[config.mk]
export PLATFORM = sky130hd
export DESIGN_NAME = slave_port_flat
export DESIGN_NICKNAME = d
export VERILOG_FILES = /design/src/rtl/slave_port_if.sv /design/src/rtl/slave_port.sv /design/src/flat_wrapper.sv
export SDC_FILE = /design/constraint.sdc
export NUM_CORES = 1
export LEC_CHECK = 0
export CAP_MARGIN = 20
export CORE_ASPECT_RATIO = 1.25
export CORE_MARGIN = 2
export CORE_UTILIZATION = 52
export DETAILED_ROUTE_END_ITERATION = 8
export GPL_TIMING_DRIVEN = 0
export PLACE_DENSITY = 0.8
export SLEW_MARGIN = 20
export SYNTH_ARGS = -nofsm -noshare
export SYNTH_HDL_FRONTEND = slang
export SYNTH_SLANG_ARGS = --single-unit
export TNS_END_PERCENT = 1
[constraint.sdc]
create_clock -name clk -period 2.67 [get_ports clk]
set_input_delay 0.267 -clock clk [delete_from_list [all_inputs] [get_ports clk]]
set_output_delay 0.267 -clock clk [all_outputs]
set_load 0.005 [all_outputs]
[src/rtl/slave_port_if.sv]
`default_nettype none
// ============================================================================
// Module      : slave_port_if
// Description : Serial system bus plus parallel device request signals.
// Revision    : 1.0
// ============================================================================
interface slave_port_if #(
   parameter int ADDR_WIDTH = 16,
   parameter int DATA_WIDTH = 8
);
   logic                  mwdata;
   logic                  mmode;
   logic                  mvalid;
   logic                  srdata;
   logic                  svalid;
   logic                  sready;
   logic [ADDR_WIDTH-1:0] daddr;
   logic [DATA_WIDTH-1:0] dwdata;
   logic [DATA_WIDTH-1:0] drdata;
   logic                  dmode;
   logic                  dvalid;
   logic                  dready;

   modport slave (
      input  mwdata, mmode, mvalid, drdata, dready,
      output srdata, svalid, sready, daddr, dwdata, dmode, dvalid
   );

   modport master (
      output mwdata, mmode, mvalid, drdata, dready,
      input  srdata, svalid, sready, daddr, dwdata, dmode, dvalid
   );
endinterface
`default_nettype wire

[src/rtl/slave_port.sv]
`default_nettype none
// ============================================================================
// Module      : slave_port
// Description : Serial bus target; deserialises a frame, issues one device
//               request and serialises read data back to the master.
// Revision    : 1.0
// ============================================================================
module slave_port #(
   parameter int ADDR_WIDTH = 16,
   parameter int DATA_WIDTH = 8
) (
   input  logic         clk,
   input  logic         rstn,
   slave_port_if.slave  bus
);
   localparam int MAX_W = (ADDR_WIDTH > DATA_WIDTH) ? ADDR_WIDTH : DATA_WIDTH;
   localparam int CW    = $clog2(MAX_W + 1);
   localparam int AIW   = (ADDR_WIDTH > 1) ? $clog2(ADDR_WIDTH) : 1;
   localparam int DIW   = (DATA_WIDTH > 1) ? $clog2(DATA_WIDTH) : 1;
   localparam logic [CW-1:0] A_LAST = CW'(ADDR_WIDTH - 1);
   localparam logic [CW-1:0] D_LAST = CW'(DATA_WIDTH - 1);

   typedef enum logic [2:0] {
      ST_IDLE  = 3'd0,
      ST_ADDR  = 3'd1,
      ST_WDATA = 3'd2,
      ST_REQ   = 3'd3,
      ST_RDATA = 3'd4
   } state_t;

   state_t                state_q,  state_d;
   logic [CW-1:0]         cnt_q,    cnt_d;
   logic [ADDR_WIDTH-1:0] daddr_q,  daddr_d;
   logic [DATA_WIDTH-1:0] dwdata_q, dwdata_d;
   logic [DATA_WIDTH-1:0] rdreg_q,  rdreg_d;
   logic                  dmode_q,  dmode_d;
   logic                  dvalid_q, dvalid_d;
   logic                  srdata_q, srdata_d;
   logic                  svalid_q, svalid_d;
   logic                  sready_q, sready_d;
   logic [CW-1:0]         w_cnt_nxt;

   assign w_cnt_nxt = cnt_q + 1'b1;

   always_comb begin
      state_d  = state_q;
      cnt_d    = cnt_q;
      daddr_d  = daddr_q;
      dwdata_d = dwdata_q;
      rdreg_d  = rdreg_q;
      dmode_d  = dmode_q;
      dvalid_d = dvalid_q;
      srdata_d = srdata_q;
      svalid_d = svalid_q;
      sready_d = sready_q;
      unique case (state_q)
         ST_IDLE: begin
            if (bus.mvalid) begin
               daddr_d[0] = bus.mwdata;
               dmode_d    = bus.mmode;
               cnt_d      = CW'(1);
               state_d    = ST_ADDR;
            end
         end
         ST_ADDR: begin
            if (bus.mvalid) begin
               daddr_d[cnt_q[AIW-1:0]] = bus.mwdata;
               cnt_d = w_cnt_nxt;
               if (cnt_q == A_LAST) begin
                  cnt_d = '0;
                  if (dmode_q) begin
                     state_d = ST_WDATA;
                  end else begin
                     state_d  = ST_REQ;
                     dvalid_d = 1'b1;
                     sready_d = 1'b0;
                  end
               end
            end
         end
         ST_WDATA: begin
            if (bus.mvalid) begin
               dwdata_d[cnt_q[DIW-1:0]] = bus.mwdata;
               cnt_d = w_cnt_nxt;
               if (cnt_q == D_LAST) begin
                  cnt_d    = '0;
                  state_d  = ST_REQ;
                  dvalid_d = 1'b1;
                  sready_d = 1'b0;
               end
            end
         end
         ST_REQ: begin
            if (bus.dready) begin
               dvalid_d = 1'b0;
               if (dmode_q) begin
                  state_d  = ST_IDLE;
                  sready_d = 1'b1;
               end else begin
                  // bit 0 goes out straight from the device bus; cnt tracks the bit on srdata
                  rdreg_d  = bus.drdata;
                  srdata_d = bus.drdata[0];
                  svalid_d = 1'b1;
                  cnt_d    = '0;
                  state_d  = ST_RDATA;
               end
            end
         end
         ST_RDATA: begin
            if (cnt_q == D_LAST) begin
               svalid_d = 1'b0;
               srdata_d = 1'b0;
               sready_d = 1'b1;
               cnt_d    = '0;
               state_d  = ST_IDLE;
            end else begin
               cnt_d    = w_cnt_nxt;
               srdata_d = rdreg_q[w_cnt_nxt[DIW-1:0]];
            end
         end
         default: begin
            state_d = ST_IDLE;
         end
      endcase
   end

   always_ff @(posedge clk or negedge rstn) begin
      if (!rstn) begin
         state_q  <= ST_IDLE;
         cnt_q    <= '0;
         daddr_q  <= '0;
         dwdata_q <= '0;
         rdreg_q  <= '0;
         dmode_q  <= 1'b0;
         dvalid_q <= 1'b0;
         srdata_q <= 1'b0;
         svalid_q <= 1'b0;
         sready_q <= 1'b1;
      end else begin
         state_q  <= state_d;
         cnt_q    <= cnt_d;
         daddr_q  <= daddr_d;
         dwdata_q <= dwdata_d;
         rdreg_q  <= rdreg_d;
         dmode_q  <= dmode_d;
         dvalid_q <= dvalid_d;
         srdata_q <= srdata_d;
         svalid_q <= svalid_d;
         sready_q <= sready_d;
      end
   end

   assign bus.daddr  = daddr_q;
   assign bus.dwdata = dwdata_q;
   assign bus.dmode  = dmode_q;
   assign bus.dvalid = dvalid_q;
   assign bus.srdata = srdata_q;
   assign bus.svalid = svalid_q;
   assign bus.sready = sready_q;
endmodule
`default_nettype wire
[src/flat_wrapper.sv]
// flat-port wrapper written by rule: the top's interface ports become plain ports
module slave_port_flat 
#(
   parameter int ADDR_WIDTH = 16,
   parameter int DATA_WIDTH = 8
)
  (clk, rstn, bus_mwdata, bus_mmode, bus_mvalid, bus_drdata, bus_dready, bus_srdata, bus_svalid, bus_sready, bus_daddr, bus_dwdata, bus_dmode, bus_dvalid);
  slave_port_if #(.ADDR_WIDTH(ADDR_WIDTH), .DATA_WIDTH(DATA_WIDTH)) bus_i ();
  input  logic clk;
  input  logic rstn;
  input wire logic [$bits(bus_i.mwdata)-1:0] bus_mwdata;
  input wire logic [$bits(bus_i.mmode)-1:0] bus_mmode;
  input wire logic [$bits(bus_i.mvalid)-1:0] bus_mvalid;
  input wire logic [$bits(bus_i.drdata)-1:0] bus_drdata;
  input wire logic [$bits(bus_i.dready)-1:0] bus_dready;
  output wire logic [$bits(bus_i.srdata)-1:0] bus_srdata;
  output wire logic [$bits(bus_i.svalid)-1:0] bus_svalid;
  output wire logic [$bits(bus_i.sready)-1:0] bus_sready;
  output wire logic [$bits(bus_i.daddr)-1:0] bus_daddr;
  output wire logic [$bits(bus_i.dwdata)-1:0] bus_dwdata;
  output wire logic [$bits(bus_i.dmode)-1:0] bus_dmode;
  output wire logic [$bits(bus_i.dvalid)-1:0] bus_dvalid;
  assign bus_i.mwdata = bus_mwdata;
  assign bus_i.mmode = bus_mmode;
  assign bus_i.mvalid = bus_mvalid;
  assign bus_i.drdata = bus_drdata;
  assign bus_i.dready = bus_dready;
  assign bus_srdata = bus_i.srdata;
  assign bus_svalid = bus_i.svalid;
  assign bus_sready = bus_i.sready;
  assign bus_daddr = bus_i.daddr;
  assign bus_dwdata = bus_i.dwdata;
  assign bus_dmode = bus_i.dmode;
  assign bus_dvalid = bus_i.dvalid;
  slave_port #(.ADDR_WIDTH(ADDR_WIDTH), .DATA_WIDTH(DATA_WIDTH)) u_core (.clk(clk), .rstn(rstn), .bus(bus_i));
endmodule
==> results of run 1 <==
[how the worst max path moves through the flow]
| stage | start | endpoint | slack (ps) | cells after the start |
|---|---|---|---|---|
| 6_report | u_core.cnt_q[2] | u_core.state_q[0] | 370 | 8 |
| 5_1_grt | u_core.cnt_q[2] | u_core.state_q[0] | 160 | 8 |
| 4_1_cts | u_core.cnt_q[2] | u_core.state_q[0] | 380 | 8 |
| 3_5_place_dp | u_core.cnt_q[2] | u_core.state_q[0] | 390 | 8 |
| 3_3_place_gp | rstn | u_core.bus.dvalid | 120 | 1 |
| 2_1_floorplan | u_core.cnt_q[1] | u_core.cnt_q[2] | 730 | 8 |
[cells by family (layout without fill, tap and decap cells)]
group,after synthesis,in the layout,synth area share [%]
compound gates,28,28,8.26
xor+xnor,1,1,0.378
fa+ha+maj,6,6,3.24
buf+inv,21,73,4.16
flops,45,45,48.6
mux,38,38,18.7
simple gates,72,72,16.6
[flip-flops by register name, indices dropped and copies added (netlist names)]
register	flops
u_core.rdreg_q	8
u_core.cnt_q	5
u_core.bus.dwdata	8
u_core.bus.dvalid	1
u_core.bus.dmode	1
u_core.bus.svalid	1
u_core.bus.sready	1
u_core.state_q	3
u_core.bus.srdata	1
u_core.bus.daddr	16
[final cells by class]
class / count / share of cell area, %
Buffer: 12 / 2.14
Clock inverter: 2 / 0.342
Timing Repair Buffer: 44 / 15.5
Sequential cell: 45 / 38.5
Clock buffer: 6 / 2.48
Inverter: 9 / 1.15
Tap cell: 58 / 2.48
Multi-Input combinational cell: 145 / 37.4
[cells in the mapped netlist, types with 3 or more instances]
cell      instances
mux2_2           33
nand3_1           9
ha_1              6
a21oi_1          10
nand2_1          19
nor3_1            8
dfrtp_1          44
o21ai_0           3
clkbuf_1          7
nand2b_1          3
nor2_1           10
inv_1             9
mux2i_1           4
and2_1            5
nand4_1           4
[worst max-delay path, cell delays in order (launching register included)]
cell	delay, ps
dfrtp_1	430
buf_1	390
nand3_1	180
inv_1	90
ha_1	240
or3b_2	160
nor2_1	50
or4_1	510
a21oi_1	170
[metrics by stage]
step,util [%],cells,worst slack [ps],hold WS [ps]
detailed placement,65.0,312,392,289
floorplan,-,211,733,-28.6
global placement,64.5,311,121,466
global route,67.2,321,162,527
CTS,67.2,321,379,486
finish,67.2,321,371,480
[power by group]
group | total, W | leakage [nW] | internal (W) | switching (W)
clock network | 0.000403 | 0.0450 | 0.000182 | 0.000221
registers | 0.00108 | 0.577 | 0.000928 | 0.000154
logic | 0.00121 | 0.638 | 0.000655 | 0.000551
total | 0.00269 | 1.26 | 0.00176 | 0.000927
[cells in the final DEF, fill, tap and decap left out, drive strengths merged, types with 2 or more instances in the layout]
master	netlist	final
a21oi	10	10
and2	5	5
and4bb	2	2
buf	5	7
clkbuf	7	13
clkdlybuf4s50	0	41
clkinv	0	2
dfrtp	44	44
ha	6	6
inv	9	9
mux2	33	33
mux2i	4	4
nand2	19	19
nand2b	3	3
nand3	9	9
nand4	4	4
nor2	12	12
nor3	8	8
o211ai	2	2
o21ai	3	3
o221ai	2	2
o22ai	2	2
or3	2	2
or3b	2	2
[metal layers]
metal  track usage (%)  routed length (um)
met1              26.8                2080
met2              33.7                2500
met3              3.87                 155
met4              9.35                 112
met5                 0                   0
[timing repair]
action | in CTS | in global routing
hold endpoints to repair | 22 | 0
resized for setup | 0 | 0
endpoints found under the setup margin | 0 | 0
buffers inserted | 0 | 0
hold buffers | 1 | 0
==> run_results.csv, run 1 <==
group,metric,value,unit
power_and_ir_drop,p_total,0.00269,W
synth,ys.flop_type,"dfrtp_1",
die,start_util,53.2,%
synth,netlist_area,0.00232,mm^2
min_path,worstHoldPathType,"flop to flop",
drt,ant_nets,0,
timing,fmax,435,MHz
power_and_ir_drop,p_leak,1.26,nW
timing,hold_violations,0,
finish,finalInstanceArea,0.00293,mm^2
place,place_area,0.00283,mm^2
clock_network,cts_buffers,5,
timing,slew-limit-headroom,51.9,%
die,row_count,27,
drt,drcViolationCount,0,
clock_network,clkLatencyLatePin,300,ps
finish,area_delta_synth_final,26.2,%
global_routing,grt_pass1_wl,8120,um
timing,tns,0,ps
global_routing,gr-usage-all-layers,20.7,%
place,dp_hpwl,3580,um
setup_path,start_kind,"flop",
clock_network,h-tree-depth,2,
timing,slew_viol_final,0,
finish,register_area,0.00113,mm^2
place,gp_congestion,0.777,
die,die_w,63.7,um
drt,vias_per_cell,5.63,
synth,syn_avg_cell_area,11.0,um^2
global_routing,grt_pass1_vias,1775,
setup_path,cp-end-kind,"flop",
outcome,status,"complete, no violations",
timing,tightest_slew,721,ps
clock_network,clkTransAtPathRegs,90,ps
synth,synth.area.top_cells,"dfrtp_1, mux2_2, ha_1",
synth,yosysTopAreaCellShare,47.5,%
setup_path,r2r-start,"u_core.cnt_q[2]",
synth,yosys_warnings,0,
setup_path,reg2reg_to,"u_core.state_q[0]",
clock_network,cts_buffer_depth,2,
clock_network,cts-root-buf,"clkbuf_8",
timing,period_minus_slack,2300,ps
die,core_area,0.00436,mm^2
power_and_ir_drop,peakVddDrop,0.524,mV
setup_path,required,2890,ps
synth,ys_ff_latch,45,
synth,synth_edf_count,0,
min_path,min_to,"u_core.bus.dvalid",
drt,drt_pass1_iterations,4,
global_routing,grt_start_max_net_pins,25,
timing,setup_violations,0,
finish,multi_input_area,0.00109,mm^2
global_routing,overflow,0,
drt,vias,1806,
setup_path,path_max_fanout,10,
min_path,hold_start,"u_core.bus.dvalid",
timing,grt_setup_unrepaired,"false",
setup_path,arrival,2520,ps
setup_path,criticalPathCategory,"flop to flop",
synth,synthesis.nets,231,
timing,fin_skew,10.6,ps
die,dieArea,0.00501,mm^2
power_and_ir_drop,power_density,920,mW/mm^2
finish,fillCellCount,340,
synth,synthCells,211,
finish,antenna_cells,0,
synth,yosysTopAreaCell,"dfrtp_1",
die,io_pins,43,
setup_path,rrSetupSlack,370,ps
setup_path,r2r_cells,8,
global_routing,antenna_found_initial,0,
synth,synthArstFlopShare,100,%
finish,nets,282,
synth,ys_seq_area_share,48.6,%
drt,drtIter0Drc,85,
synth,synth_cell_type_count,45,
drt,drt_wl_total,4850,um
place,io_buffers,42,
drt,wl_per_cell,15.1,um
die,fp.dieH,78.7,um
clock_network,clkSinkCount,45,
flow_run,drv_cap,0,
timing,fin_crit_sh,86.1,%
clock_network,cts_tree,"done",
finish,drive_above_1_share,20.5,%
min_path,min_delay_path_depth,2,
Note: power is estimated with default switching activity, not from simulation.
==> run 2: changes to the inputs <==
--- a/config.mk
+++ b/config.mk
@@ -5,7 +5,7 @@
 export SDC_FILE = /design/constraint.sdc
 export NUM_CORES = 1
 export LEC_CHECK = 0
-export CAP_MARGIN = 20
+export CAP_MARGIN = 0
 export CORE_ASPECT_RATIO = 1.25
 export CORE_MARGIN = 2
 export CORE_UTILIZATION = 52
==> results of run 2 <==
Same layout as run 1: the final DEF is identical, and so are final timing and power.
==> run 3: changes to the inputs <==
--- a/config.mk
+++ b/config.mk
@@ -8,10 +8,10 @@
 export CAP_MARGIN = 0
 export CORE_ASPECT_RATIO = 1.25
 export CORE_MARGIN = 2
-export CORE_UTILIZATION = 52
+export CORE_UTILIZATION = 56
 export DETAILED_ROUTE_END_ITERATION = 8
 export GPL_TIMING_DRIVEN = 0
-export PLACE_DENSITY = 0.8
+export PLACE_DENSITY = 0.85
 export SLEW_MARGIN = 20
 export SYNTH_ARGS = -nofsm -noshare
 export SYNTH_HDL_FRONTEND = slang
==> constraint.sdc (replaced) <==
create_clock -name clk -period 2.86 [get_ports clk]
set_input_delay 0.286 -clock clk [delete_from_list [all_inputs] [get_ports clk]]
set_output_delay 0.286 -clock clk [all_outputs]
set_load 0.005 [all_outputs]
==> run_results.csv, run 3 (synthesized netlist as in run 1, its figures left out) <==
group,metric,value,unit
clock_network,cts_tree,"done",
timing,tightest_slew,577,ps
finish,drive_above_1_share,20.5,%
die,row_count,26,
timing,fin_crit_sh,78.4,%
die,fp.dieH,75.9,um
outcome,status,"complete, no violations",
finish,largest_register_ffs,16,
finish,layout_commonest_cell,"dfrtp_1",
clock_network,clkTransAtPathRegs,90,ps
global_routing,grt_pass1_vias,1804,
finish,multi_input_area,0.00109,mm^2
timing,fin_skew,13.4,ps
clock_network,cts_buffer_depth,2,
finish,layout.cells.non_filler,319,
setup_path,start_kind,"flop",
drt,ant_nets,0,
global_routing,use_met1,33.4,%
min_path,worstHoldPathType,"input port to asynchronous set/reset pin",
finish,register_area,0.00113,mm^2
finish,finalInstanceArea,0.00292,mm^2
global_routing,gr-usage-all-layers,23.5,%
global_routing,grt_pass1_wl,8460,um
timing,slew-limit-headroom,61.5,%
timing,hold_violations,0,
timing,tns,0,ps
finish,area_delta_synth_final,25.8,%
finish,final_util,72.3,%
setup_path,slowest_delay,500,ps
place,dp_slack,596,ps
finish,final_cell_mix,"dfrtp_1, clkdlybuf4s50_1, mux2_2",
timing,setup_slack,617,ps
place,dp_hpwl,3520,um
flow_run,drv_cap,0,
power_and_ir_drop,p_leak,1.26,nW
clock_network,post-cts-setup-buffers,0,
global_routing,overflow,0,
drt,drcViolationCount,0,
clock_network,cts_buffers,5,
setup_path,rrSetupSlack,620,ps
setup_path,r2r_cells,8,
drt,vias,1803,
clock_network,clkLatencyLatePin,310,ps
finish,nets,282,
timing,setup_violations,0,
setup_path,crit_path_top_delay_cell,"or4_1",
setup_path,criticalPathCategory,"flop to flop",
setup_path,arrival,2490,ps
finish,antenna_cells,0,
global_routing,grt_start_max_net_pins,26,
timing,slew_viol_final,0,
die,io_pins,43,
clock_network,h-tree-depth,2,
clock_network,clkSinkCount,45,
setup_path,cp-end-kind,"flop",
timing,period_minus_slack,2240,ps
finish,fillCellCount,307,
place,place_inst,310,
timing,fmax,446,MHz
place,gp_congestion,0.843,
die,dieArea,0.00467,mm^2
place,place_area,0.00282,mm^2
drt,drtIter0Drc,94,
die,start_util,57.5,%
setup_path,required,3100,ps
global_routing,grt_use_met3,4.10,%
clock_network,cts-root-buf,"clkbuf_8",
setup_path,path_max_fanout,10,
place,io_buffers,42,
die,die_w,61.6,um
timing,grt_setup_unrepaired,"false",
clock_network,cts-resized-gates,0,
setup_path,r2r-start,"u_core.cnt_q[2]",
drt,drt_pass1_iterations,4,
setup_path,reg2reg_to,"u_core.state_q[0]",
drt,wl_per_cell,15.4,um
power_and_ir_drop,peakVddDrop,0.541,mV
drt,vias_per_cell,5.65,
die,core_area,0.00403,mm^2
global_routing,antenna_found_initial,0,
power_and_ir_drop,power_density,868,mW/mm^2
global_routing,groute.layer.met2.usage,35.8,%
drt,drt_wl_total,4920,um
global_routing,grt-busiest-layer,"met2",
setup_path,worstPathCellList,"buf_1 > nand3_1 > inv_1 > ha_1 > or3b_2 > nor2_1 > or4_1 > a21oi_1",
run 3: cell types whose count changed in the layout (fill, tap and decap cells not counted):
cell    before  now
buf_12       0    1
buf_16       1    0
run 3: area by class of cell:
type                    instances  area share, %
multi-input cells             145           37.5
inverters                       9           1.16
plain buffers                  12           2.15
clock buffers                   6           2.49
repair buffers                 44           15.3
clock inverters                 2          0.343
well taps                      56           2.40
flip-flops and latches         45           38.7
run 3: layer usage:
| layer | wire length, um | up-vias |
|---|---|---|
| met5 | 0 | - |
| met4 | 81 | 0 |
| met3 | 203 | 7 |
| met2 | 2500 | 44 |
| met1 | 2140 | 890 |
| li1 | - | 862 |
run 3: power breakdown:
part           internal, W  switching [W]  total, W
registers         0.000866       0.000140   0.00101
clock network     0.000170       0.000217  0.000386
logic             0.000612       0.000529   0.00114
total              0.00165       0.000885   0.00253
run 3: timing repair:
| action | CTS | global route |
|---|---|---|
| endpoints found under the hold margin | 20 | 0 |
| hold buffers | 1 | 0 |
| setup endpoints to repair | 0 | 0 |
run 3: worst max-delay path, delay by kind of cell (launching register included):
| family | cells | cell delay, ps |
|---|---|---|
| DFF | 1 | 410 |
| and+or+nand+nor | 4 | 900 |
| buffers and inverters | 2 | 480 |
| adders and majority gates | 1 | 240 |
| AOI/OAI and AO/OA | 1 | 150 |
run 3: how the worst max path moves through the flow:
stage	startpoint	to
floorplan	u_core.cnt_q[1]	u_core.cnt_q[2]
global placement	rstn	u_core.bus.dvalid
detailed placement	bus_mvalid	u_core.bus.dwdata[2]
CTS	u_core.cnt_q[2]	u_core.state_q[0]
global route	u_core.cnt_q[2]	u_core.state_q[0]
finish	u_core.cnt_q[2]	u_core.state_q[0]
run 3: through the flow:
| step | hold WS [ps] | power (W) |
|---|---|---|
| floorplan | -9.59 | 0.00166 |
| global placement | 472 | 0.00210 |
| detailed placement | 276 | 0.00215 |
| CTS | 482 | 0.00254 |
| global route | 514 | 0.00271 |
| finish | 472 | 0.00253 |
